==> config.mk <==
export PLATFORM = sky130hd
export DESIGN_NAME = inst_fetch
export DESIGN_NICKNAME = d
export VERILOG_FILES = /design/src/rtl/inst_fetch.sv
export SDC_FILE = /design/constraint.sdc
export NUM_CORES = 1
export LEC_CHECK = 0
export BUFFER_PORTS_ARGS = -buffer_cell sky130_fd_sc_hd__buf_2
export CAP_MARGIN = 5
export CORE_ASPECT_RATIO = 0.6
export CORE_MARGIN = 2
export CORE_UTILIZATION = 45
export DETAILED_ROUTE_END_ITERATION = 7
export GPL_ROUTABILITY_DRIVEN = 1
export GPL_TIMING_DRIVEN = 0
export PLACE_DENSITY = 0.73
export SETUP_SLACK_MARGIN = 0.05
export SYNTH_ARGS = -nofsm -noshare
export SYNTH_HDL_FRONTEND = slang
export SYNTH_SLANG_ARGS = --single-unit
export TNS_END_PERCENT = 20
==> constraint.sdc <==
create_clock -name clk -period 2.45 [get_ports clk]
set_input_delay 0.49 -clock clk [delete_from_list [all_inputs] [get_ports clk]]
set_output_delay 0.49 -clock clk [all_outputs]
set_load 0.03 [all_outputs]
==> src/rtl/inst_fetch.sv <==
// Instruction fetch stage: one outstanding SRAM request, a one-entry output buffer,
// a one-word hold register for back-pressure and prioritized redirects.
module inst_fetch (
    input  logic        clk,
    input  logic        rstn,
    output logic        inst_sram_req,
    output logic [31:0] inst_sram_addr,
    input  logic        inst_sram_addr_ok,
    input  logic        inst_sram_data_ok,
    input  logic [31:0] inst_sram_rdata,
    input  logic        pD_allowin,
    output logic        FpD_valid,
    output logic [74:0] FpD_BUS,
    input  logic [32:0] predict_BUS,
    input  logic        predict_error,
    input  logic [31:0] br_target,
    input  logic        ertn_flush,
    input  logic [31:0] era,
    input  logic        ex_en,
    input  logic [31:0] eentry
);
    localparam logic [31:0] ResetPc   = 32'h1C00_0000;
    localparam logic [7:0]  EcodeAdef = 8'h08;

    typedef enum logic [2:0] {StIdle, StReq, StWait, StHold, StExc} state_e;

    state_e      state_q, state_d;
    logic [31:0] fetch_pc_q, fetch_pc_d;
    logic [31:0] hold_q, hold_d;
    logic [74:0] buf_q, buf_d;
    logic        buf_valid_q, buf_valid_d;
    logic        cancel_q, cancel_d;

    logic        predict_fire, redirect, buf_free, pc_misaligned, req_accept;
    logic        load_fetch, load_hold, load_exc, capture_hold;
    logic [31:0] redirect_pc;

    // Only exception entry and return may pull the stage out of the exception state.
    always_comb begin
        predict_fire = predict_BUS[32] & pD_allowin;
        redirect     = ex_en | ertn_flush
                     | ((predict_error | predict_fire) & (state_q != StExc));
        if (ex_en) begin
            redirect_pc = eentry;
        end else if (ertn_flush) begin
            redirect_pc = era;
        end else if (predict_error) begin
            redirect_pc = br_target;
        end else begin
            redirect_pc = predict_BUS[31:0];
        end
    end

    always_ff @(posedge clk or negedge rstn) begin
        if (!rstn) begin
            state_q <= StIdle;
        end else begin
            state_q <= state_d;
        end
    end

    always_comb begin
        state_d      = state_q;
        load_fetch   = 1'b0;
        load_hold    = 1'b0;
        load_exc     = 1'b0;
        capture_hold = 1'b0;
        case (state_q)
            StIdle: state_d = StReq;
            StReq: begin
                if (pc_misaligned) begin
                    if (buf_free) begin
                        load_exc = 1'b1;
                        state_d  = StExc;
                    end
                end else if (req_accept) begin
                    state_d = StWait;
                end
            end
            StWait: begin
                if (inst_sram_data_ok) begin
                    if (buf_free) begin
                        load_fetch = 1'b1;
                        state_d    = StReq;
                    end else begin
                        capture_hold = 1'b1;
                        state_d      = StHold;
                    end
                end
            end
            StHold: begin
                if (buf_free) begin
                    load_hold = 1'b1;
                    state_d   = StReq;
                end
            end
            StExc:   state_d = StExc;
            default: state_d = StIdle;
        endcase
        if (redirect) begin
            state_d = StReq;
        end
    end

    always_comb begin
        FpD_valid     = buf_valid_q & ~redirect;
        pc_misaligned = fetch_pc_q[1:0] != 2'b00;
        buf_free      = ~buf_valid_q | (FpD_valid & pD_allowin);
        inst_sram_req = (state_q == StReq) & ~cancel_q & ~pc_misaligned & buf_free;
        req_accept    = inst_sram_req & inst_sram_addr_ok;
    end

    assign inst_sram_addr = fetch_pc_q;
    assign FpD_BUS        = buf_q;

    always_comb begin
        fetch_pc_d  = fetch_pc_q;
        hold_d      = hold_q;
        buf_d       = buf_q;
        buf_valid_d = buf_valid_q & ~(FpD_valid & pD_allowin);
        cancel_d    = cancel_q & ~inst_sram_data_ok;
        if (capture_hold) begin
            hold_d = inst_sram_rdata;
        end
        if (load_fetch) begin
            buf_d = {fetch_pc_q, inst_sram_rdata, 1'b1, 1'b0, 8'h00, 1'b0};
        end
        if (load_hold) begin
            buf_d = {fetch_pc_q, hold_q, 1'b1, 1'b0, 8'h00, 1'b0};
        end
        if (load_exc) begin
            buf_d = {fetch_pc_q, 32'h0, 1'b1, 1'b1, EcodeAdef, 1'b0};
        end
        if (load_fetch | load_hold | load_exc) begin
            buf_valid_d = 1'b1;
        end
        if (load_fetch | load_hold) begin
            fetch_pc_d = fetch_pc_q + 32'd4;
        end
        // An accepted request whose data is still to come must be dropped on return.
        if (redirect) begin
            fetch_pc_d  = redirect_pc;
            buf_valid_d = 1'b0;
            cancel_d    = (cancel_q & ~inst_sram_data_ok)
                        | ((state_q == StWait) & ~inst_sram_data_ok)
                        | req_accept;
        end
    end

    always_ff @(posedge clk or negedge rstn) begin
        if (!rstn) begin
            fetch_pc_q  <= ResetPc;
            hold_q      <= 32'h0;
            buf_q       <= 75'h0;
            buf_valid_q <= 1'b0;
            cancel_q    <= 1'b0;
        end else begin
            fetch_pc_q  <= fetch_pc_d;
            hold_q      <= hold_d;
            buf_q       <= buf_d;
            buf_valid_q <= buf_valid_d;
            cancel_q    <= cancel_d;
        end
    end
endmodule

==> flow_summary.json, run 1 <==
{
  "hold_class": "in2async",
  "clockBufferDepth": 2,
  "viasPerCell": 5.56,
  "worst_pin_slew_ns": 0.782,
  "cts_tree": "done",
  "ioPinCount": 278,
  "clock_skew_ns": 0.0102,
  "relSlewSlack_pct": 47.3,
  "yosys.area.top_type": "dfrtp_1",
  "drt-met1-wl_um": 11900,
  "leakagePower_nw": 5.30,
  "drive_gt1_share_pct": 48.4,
  "required_ns": 1.96,
  "p_per_area_nw_per_um2": 706,
  "cts.sinks": 135,
  "clk_pin_slew_ns": 0.07,
  "setup_tns_ns": -0.0274,
  "first_pass_iters": 5,
  "synthFlopType": "dfrtp_1",
  "dpl-instance-area_sq_um": 9330,
  "synth_edf_count": 0,
  "yosysTopAreaCellShare_pct": 43.3,
  "cp_max_fo": 4,
  "synth_area_sq_um": 7630,
  "route.final.wire_length_um": 25000,
  "grt_pass1_vias": 6738,
  "hold_viol": 0,
  "most-common-layout-cells": "274 x buf_2, 129 x dfrtp_1, 63 x buf_4",
  "drv_cap": 0,
  "status": "finished, violations left",
  "root_buffer": "clkbuf_16",
  "yosysSeqAreaShare_pct": 44.3,
  "rsz0062_at_grt": "true",
  "wl_met2_um": 10200,
  "timing.rr.start": "state_q[1]",
  "layout_commonest_cell": "buf_2",
  "crit_type": "reg2out",
  "timing.final.ws_setup_ns": -0.0151,
  "final_max_slew_viol_count": 0,
  "die_x_um": 172,
  "hpwl_um": 18700,
  "failed_checks": "setup timing",
  "cts.htree.levels": 4,
  "cp-start-kind": "flip-flop",
  "max-vdd-ir-drop_mv": 0.440,
  "fmax_mhz": 406,
  "overflow": 0,
  "drc_errors": 0,
  "path_common_cell": "buf_6",
  "setup_violations": 2,
  "num_vias": 7171,
  "dr.max_layer_used": "met4",
  "cp_num_buf_inv": 3,
  "fillerInstances": 1412,
  "crit_start": "state_q[1]",
  "ys_async_sr_fraction_pct": 100,
  "postRouteAntennaNets": 0,
  "portBuffers": 269,
  "slowest_stage": "dfrtp_1",
  "finalInstanceArea_sq_um": 10400,
  "core_sq_um": 16400,
  "place_ws_ns": -0.627,
  "wl_met3_um": 2610,
  "drt_iter0_markers": 537,
  "grt_max_degree": 71,
  "period_share_pct": 101,
  "path_cells": "buf_6 -> nor3b_4 -> o211ai_2 -> buf_6 -> and2_4 -> nor3_4 -> buf_4",
  "yosys.cell_types.count": 60,
  "die_y_um": 105,
  "start_util_pct": 46.6,
  "slowest_delay_ns": 0.37,
  "holdBufCountCts": 0,
  "gp_congestion": 0.944,
  "insertion_delay_ns": 0.42,
  "crit_family": "simple AND/OR/NAND/NOR gates",
  "gr-usage-all-layers_pct": 27.5,
  "endpoint_kind": "primary output",
  "synthCells": 730,
  "die-area_sq_um": 18100,
  "areaGrowthSynthToFinish_pct": 36.8,
  "crit_arrival_ns": 1.98,
  "syn_area_per_cell_sq_um": 10.5,
  "timing.final.crit_period_ns": 2.47,
  "cts_made_buffers": 17,
  "nNetsFinal": 1218,
  "synth-seq-cells": 135,
  "grt_pass1_wl_um": 37900,
  "std_cell_rows": 36,
  "synth_area_leaders": "dfrtp_1 43%, mux2_2 7.8%, mux2i_1 7.3%",
  "antenna_found_initial": 1,
  "routedWlPerCell_um": 19.4,
  "ys_warn_count": 0
}
## kinds of logic (layout without fill, tap and decap cells)
logic type	after synthesis	in the layout	synth area share (%)
compound gates	170	170	15.6
xor+xnor	16	16	1.84
fa+ha+maj	1	1	0.164
buf+inv	109	433	7.95
flops	135	135	44.3
mux	138	138	19.4
other cells	1	9	0.0491
simple gates	160	160	10.6
## cell type report
type | instances | area, sq um | area share, %
Tap cell | 228 | 285 | 2.73
Multi-Input combinational cell | 493 | 3870 | 37.1
Timing Repair Buffer | 293 | 1590 | 15.3
Clock buffer | 18 | 439 | 4.21
Buffer | 94 | 621 | 5.94
Clock inverter | 14 | 186 | 1.79
Antenna cell | 1 | 2.50 | 0.0240
Sequential cell | 135 | 3390 | 32.4
Inverter | 14 | 52.6 | 0.503
## path summary, 6_finish.rpt
check,endpoint,slack [ns],cells after the start
min in group clk,hold_q[23],0.31,2
worst min register to register,FpD_BUS[10],0.47,1
max in group asynchronous,state_q[2],1.59,2
worst max-delay path,inst_sram_req,-0.02,7
worst max register to register,FpD_BUS[68],0.03,10
worst min-delay path,FpD_BUS[20],0.04,1
## layer usage
metal	vias to the layer above	GRT usage, %
met4	0	6.06
li1	3279	-
met1	3548	43.0
met3	27	8.33
met5	-	0
met2	317	36.8
## synthesized netlist by cell type (2+ instances only)
library cell / count
a2111oi_1: 4
a2111oi_4: 2
a211oi_1: 35
a21o_1: 5
a21oi_1: 34
a221oi_1: 5
a22o_1: 4
a22oi_1: 3
a31oi_1: 7
and2_1: 8
and3_1: 10
and4_1: 2
buf_1: 5
buf_2: 8
buf_4: 42
buf_6: 4
clkbuf_1: 36
dfrtp_1: 132
dfstp_2: 3
inv_1: 14
mux2_1: 29
mux2_2: 53
mux2i_1: 56
nand2_1: 55
nand2b_1: 4
nand3_1: 14
nand4_1: 5
nor2_1: 29
nor2b_1: 8
nor3_1: 6
nor4_1: 3
o211ai_1: 3
o21ai_0: 14
o221ai_1: 2
o22ai_1: 33
o31a_1: 2
o31ai_1: 4
o41ai_1: 4
or3_1: 2
or4_1: 4
or4b_1: 3
xnor2_1: 16
## metrics by stage
step                std cells  hold WS, ns  util [%]  total power, W
detailed placement       1235        0.460      56.9         0.00442
floorplan                 737        0.194         -         0.00376
CTS                      1281       0.0830      62.2         0.00727
global placement         1234        0.453      56.7         0.00438
finish                   1290       0.0438      63.7         0.00737
global route             1289       0.0950      63.7         0.00768
## flip-flops by register name (all words and copies together) (netlist names)
register,flops
cancel_q,1
hold_q,32
FpD_BUS,66
buf_valid_q,1
inst_sram_addr,32
state_q,3
## what timing repair did
item                       CTS  global route
setup endpoints to repair  128           119
cloned                       1             0
pin swaps                    7             5
buffers inserted            13             9
gates resized for setup     40            68
## where the power goes
group          total, W  internal [W]  leakage, nW  switching (W)
clock network   0.00272       0.00166        0.300        0.00107
registers       0.00268       0.00246         1.72       0.000219
logic           0.00197      0.000848         3.28        0.00113
No activity file was read; power rests on OpenSTA's default activity.
==> run 2: changes to the inputs <==
--- a/config.mk
+++ b/config.mk
@@ -10,11 +10,13 @@
 export CORE_ASPECT_RATIO = 0.6
 export CORE_MARGIN = 2
 export CORE_UTILIZATION = 45
+export CTS_BUF_LIST = sky130_fd_sc_hd__clkbuf_8
 export DETAILED_ROUTE_END_ITERATION = 7
 export GPL_ROUTABILITY_DRIVEN = 1
 export GPL_TIMING_DRIVEN = 0
 export PLACE_DENSITY = 0.73
 export SETUP_SLACK_MARGIN = 0.05
+export SKIP_CTS_REPAIR_TIMING = 1
 export SYNTH_ARGS = -nofsm -noshare
 export SYNTH_HDL_FRONTEND = slang
 export SYNTH_SLANG_ARGS = --single-unit
==> run 2 against run 1 <==
The run still ends with setup timing left. Combinational power is essentially flat. First-iteration DRC count down 6.5%. Final area decreased by 2.6%. Non-clock buffer count decreased by 4. Flip-flop and latch count is the same. Via count shrank 1.5%. Highest routed layer unchanged.
==> flow_summary.json, run 2 (synthesis results as in run 1) <==
{
  "die_y_um": 105,
  "nNetsFinal": 1214,
  "first_pass_iters": 5,
  "clk_pin_slew_ns": 0.09,
  "p_sw_share_pct": 34.6,
  "grt_max_degree": 71,
  "worst_pin_slew_ns": 0.796,
  "die-area_sq_um": 18100,
  "slowest_stage": "a211oi_1",
  "gp_congestion": 0.944,
  "cts_tree": "done",
  "hold_class": "in2async",
  "portBuffers": 269,
  "fmax_mhz": 390,
  "clock_skew_ns": 0.0147,
  "hold_viol": 0,
  "cts_made_buffers": 17,
  "cp-start-kind": "flip-flop",
  "most-common-layout-cells": "273 x buf_2, 130 x dfrtp_1, 56 x mux2i_1",
  "drv_cap": 0,
  "grt_pass1_vias": 6601,
  "std_cell_rows": 36,
  "root_buffer": "clkbuf_8",
  "relSlewSlack_pct": 46.4,
  "num_vias": 7065,
  "p_comb_share_pct": 29.5,
  "gr-usage-all-layers_pct": 26.8,
  "postRouteAntennaNets": 0,
  "viasPerCell": 5.49,
  "crit_type": "reg2reg",
  "seq_power_share_pct": 40.0,
  "drt_iter0_markers": 502,
  "endpoint_kind": "flip-flop",
  "crit_family": "simple AND/OR/NAND/NOR gates",
  "final_cell_count_no_fill": 1286,
  "power_switching_w": 0.00232,
  "slowest_delay_ns": 0.60,
  "antenna_found_initial": 1,
  "p_per_area_nw_per_um2": 658,
  "insertion_delay_ns": 0.44,
  "clkPwrFrac_pct": 30.5,
  "r2r_slack_ns": -0.12,
  "areaGrowthSynthToFinish_pct": 33.3,
  "routedWlPerCell_um": 19.2,
  "timing.final.ws_setup_ns": -0.117,
  "leakagePower_nw": 5.17,
  "place_ws_ns": -0.627,
  "period_share_pct": 105,
  "clockBufferDepth": 2,
  "ioPinCount": 278,
  "route.final.wire_length_um": 24700,
  "timing.rr.start": "state_q[2]",
  "drive_gt1_share_pct": 45.9,
  "max-vdd-ir-drop_mv": 0.436,
  "core_sq_um": 16400,
  "r2r-end": "inst_sram_addr[2]",
  "setup_violations": 3,
  "die_x_um": 172,
  "path_cells": "nor3b_4 -> buf_4 -> nor2_1 -> nor3_4 -> clkbuf_1 -> a211oi_1 -> a21oi_1",
  "layout_commonest_cell": "buf_2",
  "status": "finished, violations left",
  "r2r_cells": 7,
  "largest_register_ffs": 66,
  "dpl.cell_count": 1235,
  "cp.depth": 7,
  "final_max_slew_viol_count": 0,
  "rsz0062_at_grt": "true",
  "start_util_pct": 46.6,
  "required_ns": 2.73,
  "p_int_w": 0.00437,
  "failed_checks": "setup timing",
  "crit_arrival_ns": 2.84,
  "drc_errors": 0,
  "hpwl_um": 18700,
  "timing.final.crit_period_ns": 2.57,
  "cts.htree.levels": 4,
  "cts.sinks": 135,
  "grt_pass1_wl_um": 37000,
  "cp_max_fo": 10,
  "overflow": 0,
  "cp_num_buf_inv": 2
}
-- run 2: layout make-up --
class,instances,area (sq um)
diodes,1,2.50
flip-flops and latches,135,3380
well taps,228,285
fillers,1437,6220
plain buffers,95,618
clock buffers,18,248
inverters,14,52.6
clock inverters,14,186
multi-input cells,493,3810
repair buffers,288,1580
-- run 2: worst max path at each step --
stage	end	slack, ns	start
floorplan	FpD_BUS[59]	0.13	pD_allowin
global placement	FpD_BUS[44]	-1.03	rstn
detailed placement	FpD_BUS[72]	-0.63	pD_allowin
CTS	FpD_valid	-0.41	buf_valid_q
global route	inst_sram_addr[17]	-0.16	inst_sram_addr[8]
finish	inst_sram_addr[2]	-0.12	state_q[2]
-- run 2: per-stage QoR --
step / hold WS, ns / total power (W) / util (%) / instance area [sq um] / setup TNS, ns
3_5_place_dp: 0.460 / 0.00442 / 56.9 / 9330 / -48.16
3_3_place_gp: 0.453 / 0.00438 / 56.7 / 9300 / -182.29
2_1_floorplan: 0.194 / 0.00376 / - / 7660 / 0
6_report: 0.0154 / 0.00669 / 62.0 / 10200 / -0.257
4_1_cts: 0.0349 / 0.00646 / 59.5 / 9760 / -22.97
5_1_grt: 0.0534 / 0.00698 / 62.0 / 10200 / -0.803
-- run 2: per-layer routing --
| layer | GRT usage, % | vias to the layer above | routed length, um |
|---|---|---|---|
| li1 | - | 3287 | - |
| met1 | 42.0 | 3429 | 11800 |
| met2 | 35.7 | 321 | 10100 |
| met3 | 7.84 | 28 | 2530 |
| met4 | 6.48 | 0 | 309 |
| met5 | 0 | - | 0 |
-- run 2: power by group through the flow --
stage / registers [W] / clock network, W / logic (W)
detailed placement: 0.00270 / 0 / 0.00172
global placement: 0.00269 / 0 / 0.00169
floorplan: 0.00295 / 0 / 0.000806
CTS: 0.00265 / 0.00208 / 0.00172
global route: 0.00270 / 0.00217 / 0.00211
finish: 0.00267 / 0.00204 / 0.00197
